<file path="config.mk">
export PLATFORM = sky130hd
export DESIGN_NAME = reset_sequencer_flat
export DESIGN_NICKNAME = d
export VERILOG_FILES = /design/src/rtl/reset_sequencer_if.sv /design/src/rtl/reset_sequencer.sv /design/src/flat_wrapper.sv
export SDC_FILE = /design/constraint.sdc
export NUM_CORES = 1
export LEC_CHECK = 0
export CAP_MARGIN = 20
export CORE_MARGIN = 10
export CORE_UTILIZATION = 55
export DETAILED_ROUTE_END_ITERATION = 8
export PLACE_DENSITY = 0.78
export SETUP_SLACK_MARGIN = 0.05
export SYNTH_ARGS = -nofsm -noshare
export SYNTH_HDL_FRONTEND = slang
export SYNTH_SLANG_ARGS = --single-unit
</file>
<file path="constraint.sdc">
create_clock -name clk -period 2.5 [get_ports clk]
set_input_delay 0.25 -clock clk [delete_from_list [all_inputs] [get_ports clk]]
set_output_delay 0.25 -clock clk [all_outputs]
set_load 0.005 [all_outputs]
</file>
<file path="src/rtl/reset_sequencer_if.sv">
// Signal bundle between a reset sequencer and the logic that requests and consumes
// its staged resets. master = requester/consumer side, slave = the sequencer.
interface reset_sequencer_if #(
    parameter int NSTAGE = 4
);
    // rst_req is a one-cycle pulse with no acknowledge: every cycle it is high at an
    // edge restarts the sequence. locked is a level, sampled on every edge.
    logic              rst_req;
    logic              locked;
    logic [NSTAGE-1:0] rst_out;
    logic              busy;
    logic              done;
    logic [7:0]        seq_count;
    logic [1:0]        state;

    modport master (
        output rst_req, locked,
        input  rst_out, busy, done, seq_count, state
    );

    modport slave (
        input  rst_req, locked,
        output rst_out, busy, done, seq_count, state
    );
endinterface

</file>
<file path="src/rtl/reset_sequencer.sv">
// Holds NSTAGE stage resets asserted until the clock is locked for HOLD cycles, then
// releases them in index order STEP cycles apart; reports busy/done and a sequence count.
module reset_sequencer #(
    parameter int NSTAGE = 4,
    parameter int HOLD   = 16,
    parameter int STEP   = 8
) (
    input  logic               clk,
    input  logic               aresetn,
    reset_sequencer_if.slave   bus
);
    localparam int CMAX = (HOLD > STEP) ? HOLD : STEP;
    localparam int CW   = (CMAX > 1) ? $clog2(CMAX) : 1;
    localparam int IW   = (NSTAGE > 1) ? $clog2(NSTAGE) : 1;
    localparam logic [CW-1:0] HOLD_LAST = CW'(HOLD - 1);
    localparam logic [CW-1:0] STEP_LAST = CW'(STEP - 1);
    localparam logic [IW-1:0] IDX_LAST  = IW'(NSTAGE - 1);

    typedef enum logic [1:0] {
        ST_ASSERT  = 2'd0,
        ST_RELEASE = 2'd1,
        ST_DONE    = 2'd2
    } state_t;

    state_t            state_q, state_d;
    logic [CW-1:0]     cnt_q, cnt_d;
    logic [IW-1:0]     idx_q, idx_d;
    logic [NSTAGE-1:0] rst_q, rst_d;
    logic [7:0]        seq_q, seq_d;
    logic              busy_q, done_q;
    logic              armed_q;

    always_comb begin
        state_d = state_q;
        cnt_d   = cnt_q;
        idx_d   = idx_q;
        rst_d   = rst_q;
        seq_d   = seq_q;
        // The first edge after aresetn rises is treated like a request edge, so a
        // power-on sequence has exactly the same timing as an rst_req sequence.
        if (bus.rst_req || !armed_q) begin
            state_d = ST_ASSERT;
            cnt_d   = '0;
            idx_d   = '0;
            rst_d   = '1;
        end else begin
            case (state_q)
                ST_ASSERT: begin
                    rst_d = '1;
                    if (!bus.locked) begin
                        cnt_d = '0;
                    end else if (cnt_q == HOLD_LAST) begin
                        state_d = ST_RELEASE;
                        cnt_d   = '0;
                    end else begin
                        cnt_d = cnt_q + 1'b1;
                    end
                end
                ST_RELEASE: begin
                    if (!bus.locked) begin
                        state_d = ST_ASSERT;
                        cnt_d   = '0;
                        idx_d   = '0;
                        rst_d   = '1;
                    end else if (cnt_q == STEP_LAST) begin
                        // Shifting in a zero keeps rst_out thermometer-shaped.
                        rst_d = rst_q << 1;
                        cnt_d = '0;
                        if (idx_q == IDX_LAST) begin
                            state_d = ST_DONE;
                            idx_d   = '0;
                            seq_d   = seq_q + 8'd1;
                        end else begin
                            idx_d = idx_q + 1'b1;
                        end
                    end else begin
                        cnt_d = cnt_q + 1'b1;
                    end
                end
                ST_DONE: begin
                    rst_d = '0;
                    if (!bus.locked) begin
                        state_d = ST_ASSERT;
                        cnt_d   = '0;
                        idx_d   = '0;
                        rst_d   = '1;
                    end
                end
                default: begin
                    state_d = ST_ASSERT;
                    cnt_d   = '0;
                    idx_d   = '0;
                    rst_d   = '1;
                end
            endcase
        end
    end

    always_ff @(posedge clk or negedge aresetn) begin
        if (!aresetn) begin
            state_q <= ST_ASSERT;
            cnt_q   <= '0;
            idx_q   <= '0;
            rst_q   <= '1;
            seq_q   <= '0;
            busy_q  <= 1'b1;
            done_q  <= 1'b0;
            armed_q <= 1'b0;
        end else begin
            state_q <= state_d;
            cnt_q   <= cnt_d;
            idx_q   <= idx_d;
            rst_q   <= rst_d;
            seq_q   <= seq_d;
            busy_q  <= (state_d != ST_DONE);
            done_q  <= (state_d == ST_DONE);
            armed_q <= 1'b1;
        end
    end

    assign bus.rst_out   = rst_q;
    assign bus.busy      = busy_q;
    assign bus.done      = done_q;
    assign bus.seq_count = seq_q;
    assign bus.state     = state_q;
endmodule

</file>
<file path="src/flat_wrapper.sv">
// flat-port wrapper written by rule: the top's interface ports become plain ports
module reset_sequencer_flat 
#(
    parameter int NSTAGE = 4,
    parameter int HOLD   = 16,
    parameter int STEP   = 8
)
  (clk, aresetn, bus_rst_req, bus_locked, bus_rst_out, bus_busy, bus_done, bus_seq_count, bus_state);
  reset_sequencer_if #(.NSTAGE(NSTAGE)) bus_i ();
  input  logic clk;
  input  logic aresetn;
  input wire logic [$bits(bus_i.rst_req)-1:0] bus_rst_req;
  input wire logic [$bits(bus_i.locked)-1:0] bus_locked;
  output wire logic [$bits(bus_i.rst_out)-1:0] bus_rst_out;
  output wire logic [$bits(bus_i.busy)-1:0] bus_busy;
  output wire logic [$bits(bus_i.done)-1:0] bus_done;
  output wire logic [$bits(bus_i.seq_count)-1:0] bus_seq_count;
  output wire logic [$bits(bus_i.state)-1:0] bus_state;
  assign bus_i.rst_req = bus_rst_req;
  assign bus_i.locked = bus_locked;
  assign bus_rst_out = bus_i.rst_out;
  assign bus_busy = bus_i.busy;
  assign bus_done = bus_i.done;
  assign bus_seq_count = bus_i.seq_count;
  assign bus_state = bus_i.state;
  reset_sequencer #(.NSTAGE(NSTAGE), .HOLD(HOLD), .STEP(STEP)) u_core (.clk(clk), .aresetn(aresetn), .bus(bus_i));
endmodule
</file>
======== Word-level counts from Yosys, hierarchy flattened ========
Cells that the tools add are included.
storage, ports and cells
  register bits ........................... 23
  bits of input ports ..................... 4
  output and inout port bits .............. 16
  logic and storage cells ................. 53
cells by class
  eq/ne operators ......................... 10
  $add $sub $neg .......................... 3
  muxes and demuxes ....................... 26
  reductions and logical operators ........ 5
  bitwise operators ....................... 1
operator list
  cell                                                    count
  two-way mux 4 bit                                       10
  two-way mux 2 bit                                       12
  case mux 2 bit (3 select lines)                         2
  case mux 4 bit (3 select lines)                         1
  adder 8 x 1 -> 8 bit (second input constant)            1
  case mux 4 bit (2 select lines)                         1
  equality test 2 bit (second input constant)             3
  AND reduction 5 bit                                     1
  adder 4 x 1 -> 4 bit (second input constant)            1
  equality test 4 x 3 -> 1 bit (second input constant)    1
  equality test 4 bit (second input constant)             1
  inequality test 4 x 2 -> 1 bit (second input constant)  1
  inequality test 3 x 2 -> 1 bit (second input constant)  1
  AND reduction 3 bit                                     1
  adder 2 x 1 -> 2 bit (second input constant)            1
  equality test 2 x 1 -> 1 bit (second input constant)    1
  logical NOT 2 bit                                       1
  inequality test 2 x 1 -> 1 bit (second input constant)  1
  inequality test 2 bit (second input constant)           1
  logical NOT 1 bit                                       1
  logical OR 1 bit                                        1
  NOT 1 bit                                               1

======== Longest topological paths before layout ========
  depth after elaboration ................. 7
  mapped depth ............................ 7

======== Worst setup path before layout ========
OpenSTA, ideal clock, no wires.
  kind .................................... flip-flop to flip-flop
  from .................................... register u_core.state_q[1] (netlist: u_core.bus.state[1])
  to ...................................... register u_core.seq_q[1] (netlist: u_core.bus.seq_count[1])
  slack ................................... 0.844 ns
  arrival time ............................ 1.531 ns
  required time ........................... 2.375 ns
  buffers on the path ..................... 1
  stages on the path, launching flop included .. 7
  library setup time ...................... 0.125 ns
  path through ............................ dfrtp_1 inv_1 ha_1 buf_2 nand4b_1 nor2_2 mux2_2
between the ends
  word-level cells in the longest chain between the ends .. 2
RTL lines
  element                        RTL line                text
  from (decl)                    reset_sequencer.sv:25   state_t state_q, state_d;
  from (signal assigned)         reset_sequencer.sv:110  state_q <= state_d;
  equality test 2 x 1 -> 1 bit   reset_sequencer.sv:47   case (state_q)
  AND reduction 5 bit (no line)  --
  to (signal assigned)           reset_sequencer.sv:114  seq_q <= seq_d;
  to (decl)                      reset_sequencer.sv:29   logic [7:0] seq_q, seq_d;
Every way passes these cells.
A chain may end at the register's enable or synchronous reset.

======== Worst setup path after layout ========
  from .................................... register u_core.state_q[1] (netlist: u_core.bus.state[1])
  to ...................................... register u_core.cnt_q[3]
between the ends
  word-level cells in the longest chain between the ends .. 3
  elaborated cells on any way between the ends .. 6
  those cells by class .................... eq/ne (3); mux (2); reduce/logical (1)
RTL lines
  element                                            RTL line                text
  equality test 2 bit, or another cell as far along  reset_sequencer.sv:47
  case mux 4 bit (3 select lines)                    reset_sequencer.sv:47
  two-way mux 4 bit                                  reset_sequencer.sv:41   if (bus.rst_req || !armed_q) begin
  to (signal assigned)                               reset_sequencer.sv:111  cnt_q <= cnt_d;
  to (decl)                                          reset_sequencer.sv:26   logic [CW-1:0] cnt_q, cnt_d;
Parallel ways exist; a longest one is shown, timed or not.

==> run_results.csv <==
group,metric,value,unit
yosys,synth-edff-count,0,
power,total_power,0.574,mW
global_routing,overflow,0,
critical_path,crit_type,"register to register",
status,status,"finished, final reports clean",
cts,clockBufferDepth,2,
cells_and_area,final_common_cell,"clkdlybuf4s50_1",
cts,cts_setup_buffers,0,
cts,numCtsBuffers,3,
critical_path,crit_path_top_delay_cell,"dfrtp_1",
drt,vias,939,
cells_and_area,drive_above_1_share,0.104,
drt,antenna_left,0,
job,max-cap-violations,0,
critical_path,cpPeakStageDelay,0.43,ns
placed_design,dp_cells,157,
power,leakage,0.617,nW
yosys,synth_area,1180,µm²
sta,hold_viol,0,
drt,via_per_inst,5.83,
global_routing,grt_max_degree,24,
sta,worst_slack,0.599,ns
placed_design,gp_routability_congestion,0.829,
sta,fmax,526,MHz
sta,finalSetupTns,0,ns
sta,period_share,0.760,
global_routing,antenna_found_initial,0,
critical_path,worstPathRequired,2.77,ns
cts,ctsHoldBuffers,0,
cells_and_area,area_growth,20.7,%
drt,drc,0,
placed_design,place_area,1400,µm²
yosys,synthArstFlopShare,1.00,
sta,setup_viol_count_final,0,
placed_design,dp_hpwl,1.85,mm
critical_path,cp_num_buf_inv,1,
floorplanning,rows,16,
yosys,synth-main-ff-cell,"dfrtp_1",
cells_and_area,final_cells,161,
cts,cts_root_buffer,"clkbuf_4",
cts,cts-htree-levels,1,
critical_path,cp_top_family,"compound AO/OA/AOI/OAI gates",
global_routing,track_usage,0.115,
power,pwr_density_cell,403,nW/µm²
cells_and_area,diodes,0,
yosys,synthDistinctLibCells,37,
critical_path,end_kind,"register",
floorplanning,fp.dieW,66.3,µm
yosys,yosysWarnings,0,
placed_design,dpl_worst_slack,0.604,ns
cts,clk_pin_slew,0.13,ns
yosys,ys_ff_latch,23,
critical_path,path_cells,"inv_1 -> ha_1 -> mux2i_1 -> a311o_1 -> nor4_1 -> a211o_2",
cells_and_area,finalNetCount,146,
critical_path,start_kind,"register",
cts,post_cts_resized,0,
worst_hold_path,hp-class,"input port to async pin",
floorplanning,dieHeight,66.3,µm
drt,wire_per_inst,15.4,µm
sta,rsz0062_at_grt,"no",
global_routing,grt_pass1_wl,4.02,mm
sta,final.setup_skew,0.00180,ns
power,peakVddDrop,0.000315,V
drt,totalWireLength,2.47,mm
yosys,ys_seq_area_frac,0.493,
sta,period_minus_slack,1.90,ns
yosys,syn_avg_cell_area,10.5,µm²
cts,insertion_delay,0.32,ns
floorplanning,initial_utilization,0.590,
critical_path,critPathMaxFanout,11,
critical_path,cp.depth,6,
cells_and_area,most-common-layout-cells,"clkdlybuf4s50_1, dfrtp_1, nand2_1, nor2_1, ha_1",
drt,firstDrtPassIters,4,
cells_and_area,finalInstanceArea,1430,µm²
floorplanning,dieArea,4400,µm²
floorplanning,io_pins,20,
floorplanning,coreArea,2000,µm²
drt,drt-initial-drc-count,23,
yosys,synthCells,113,
global_routing,grt_pass1_vias,874,
critical_path,arrival,2.17,ns
yosys,synth_nets,124,
placed_design,io_buffers,19,
critical_path,r2r.worst_path.cells,6,
sta,finalMaxSlewViolations,0,
cts,clock-sinks,23,
cts,cts_tree,"built",
power by group:
part           leakage [nW]  switching [mW]  internal (mW)
Sequential            0.301         0.00196          0.374
Combinational         0.298          0.0137        0.00813
Clock                0.0177           0.117         0.0599
logic make-up after synthesis:
family,Yosys count,share of synthesized area
AND/OR/NAND/NOR,48,0.216
flip-flops,23,0.493
AO/OA/AOI/OAI,18,0.113
adder cells (fa/ha/maj),7,0.0741
XOR/XNOR,7,0.0519
buffers and inverters,6,0.0222
multiplexers,3,0.0265
other,1,0.00317
worst register-to-register path: stages (launching register included):
cell and delay [ns]:
dfrtp_1 0.43, inv_1 0.10, ha_1 0.37, mux2i_1 0.14
a311o_1 0.43, nor4_1 0.24, a211o_2 0.14
Yosys cell counts, drive strengths merged (2+ instances only):
cell    instances  area (µm²)
a31oi           3        18.8
dfstp           5         131
nand3b          2        15.0
buf             3        15.0
xor2            2        17.5
a21oi           2        10.0
inv             3        11.3
o211a           2        20.0
xnor2           5        43.8
nor2           11        43.8
mux2i           2        20.0
and2            2        12.5
nand3           3        15.0
nand4b          2        17.5
and3            2        12.5
nand4           4        25.0
nand2          15        56.3
o21ai           3        15.0
dfrtp          18         450
a311o           2        20.0
ha              7        87.6
final timing paths:
path,from,end,slack (ns)
worst max-delay path,u_core.bus.state[1]$_DFF_PN0_,u_core.cnt_q[3]$_DFFE_PN0N_,0.60
min in group clk,u_core.bus.seq_count[7]$_DFFE_PN0P_,u_core.bus.seq_count[7]$_DFFE_PN0P_,0.47
worst min-delay path,aresetn,u_core.cnt_q[1]$_DFFE_PN0N_,0.27
worst max register to register,u_core.bus.state[1]$_DFF_PN0_,u_core.cnt_q[3]$_DFFE_PN0N_,0.60
max in group asynchronous,aresetn,u_core.bus.rst_out[3]$_DFFE_PN1P_,1.95
worst min register to register,u_core.bus.seq_count[7]$_DFFE_PN0P_,u_core.bus.seq_count[7]$_DFFE_PN0P_,0.47
layout make-up:
type | count | area, µm²
inverters | 3 | 11.3
repair buffers | 20 | 198
flip-flops and latches | 23 | 582
multi-input cells | 84 | 573
clock inverters | 1 | 5.00
well taps | 27 | 33.8
fillers | 164 | 577
clock buffers | 3 | 22.5
flip-flops by register name, summed over array words and instances (netlist names):
name / cells
u_core.armed_q: 1
u_core.idx_q: 2
u_core.cnt_q: 4
u_core.bus.rst_out: 4
u_core.bus.state: 2
u_core.bus.seq_count: 8
u_core.bus.busy: 1
u_core.bus.done: 1
layer usage:
| layer | share of wire | global-route usage |
|---|---|---|
| met4 | 0.016 | 0.0550 |
| met2 | 0.44 | 0.167 |
| met3 | 0.088 | 0.0407 |
| met5 | 0 | 0 |
| met1 | 0.46 | 0.146 |
metrics by stage:
stage | util | hold WS (ns)
4_1_cts | 0.712 | 0.284
3_5_place_dp | 0.698 | 0.461
2_1_floorplan | - | -0.0456
5_1_grt | 0.712 | 0.277
6_report | 0.712 | 0.266
3_3_place_gp | 0.698 | 0.455
(Power assumes the default switching activity.)
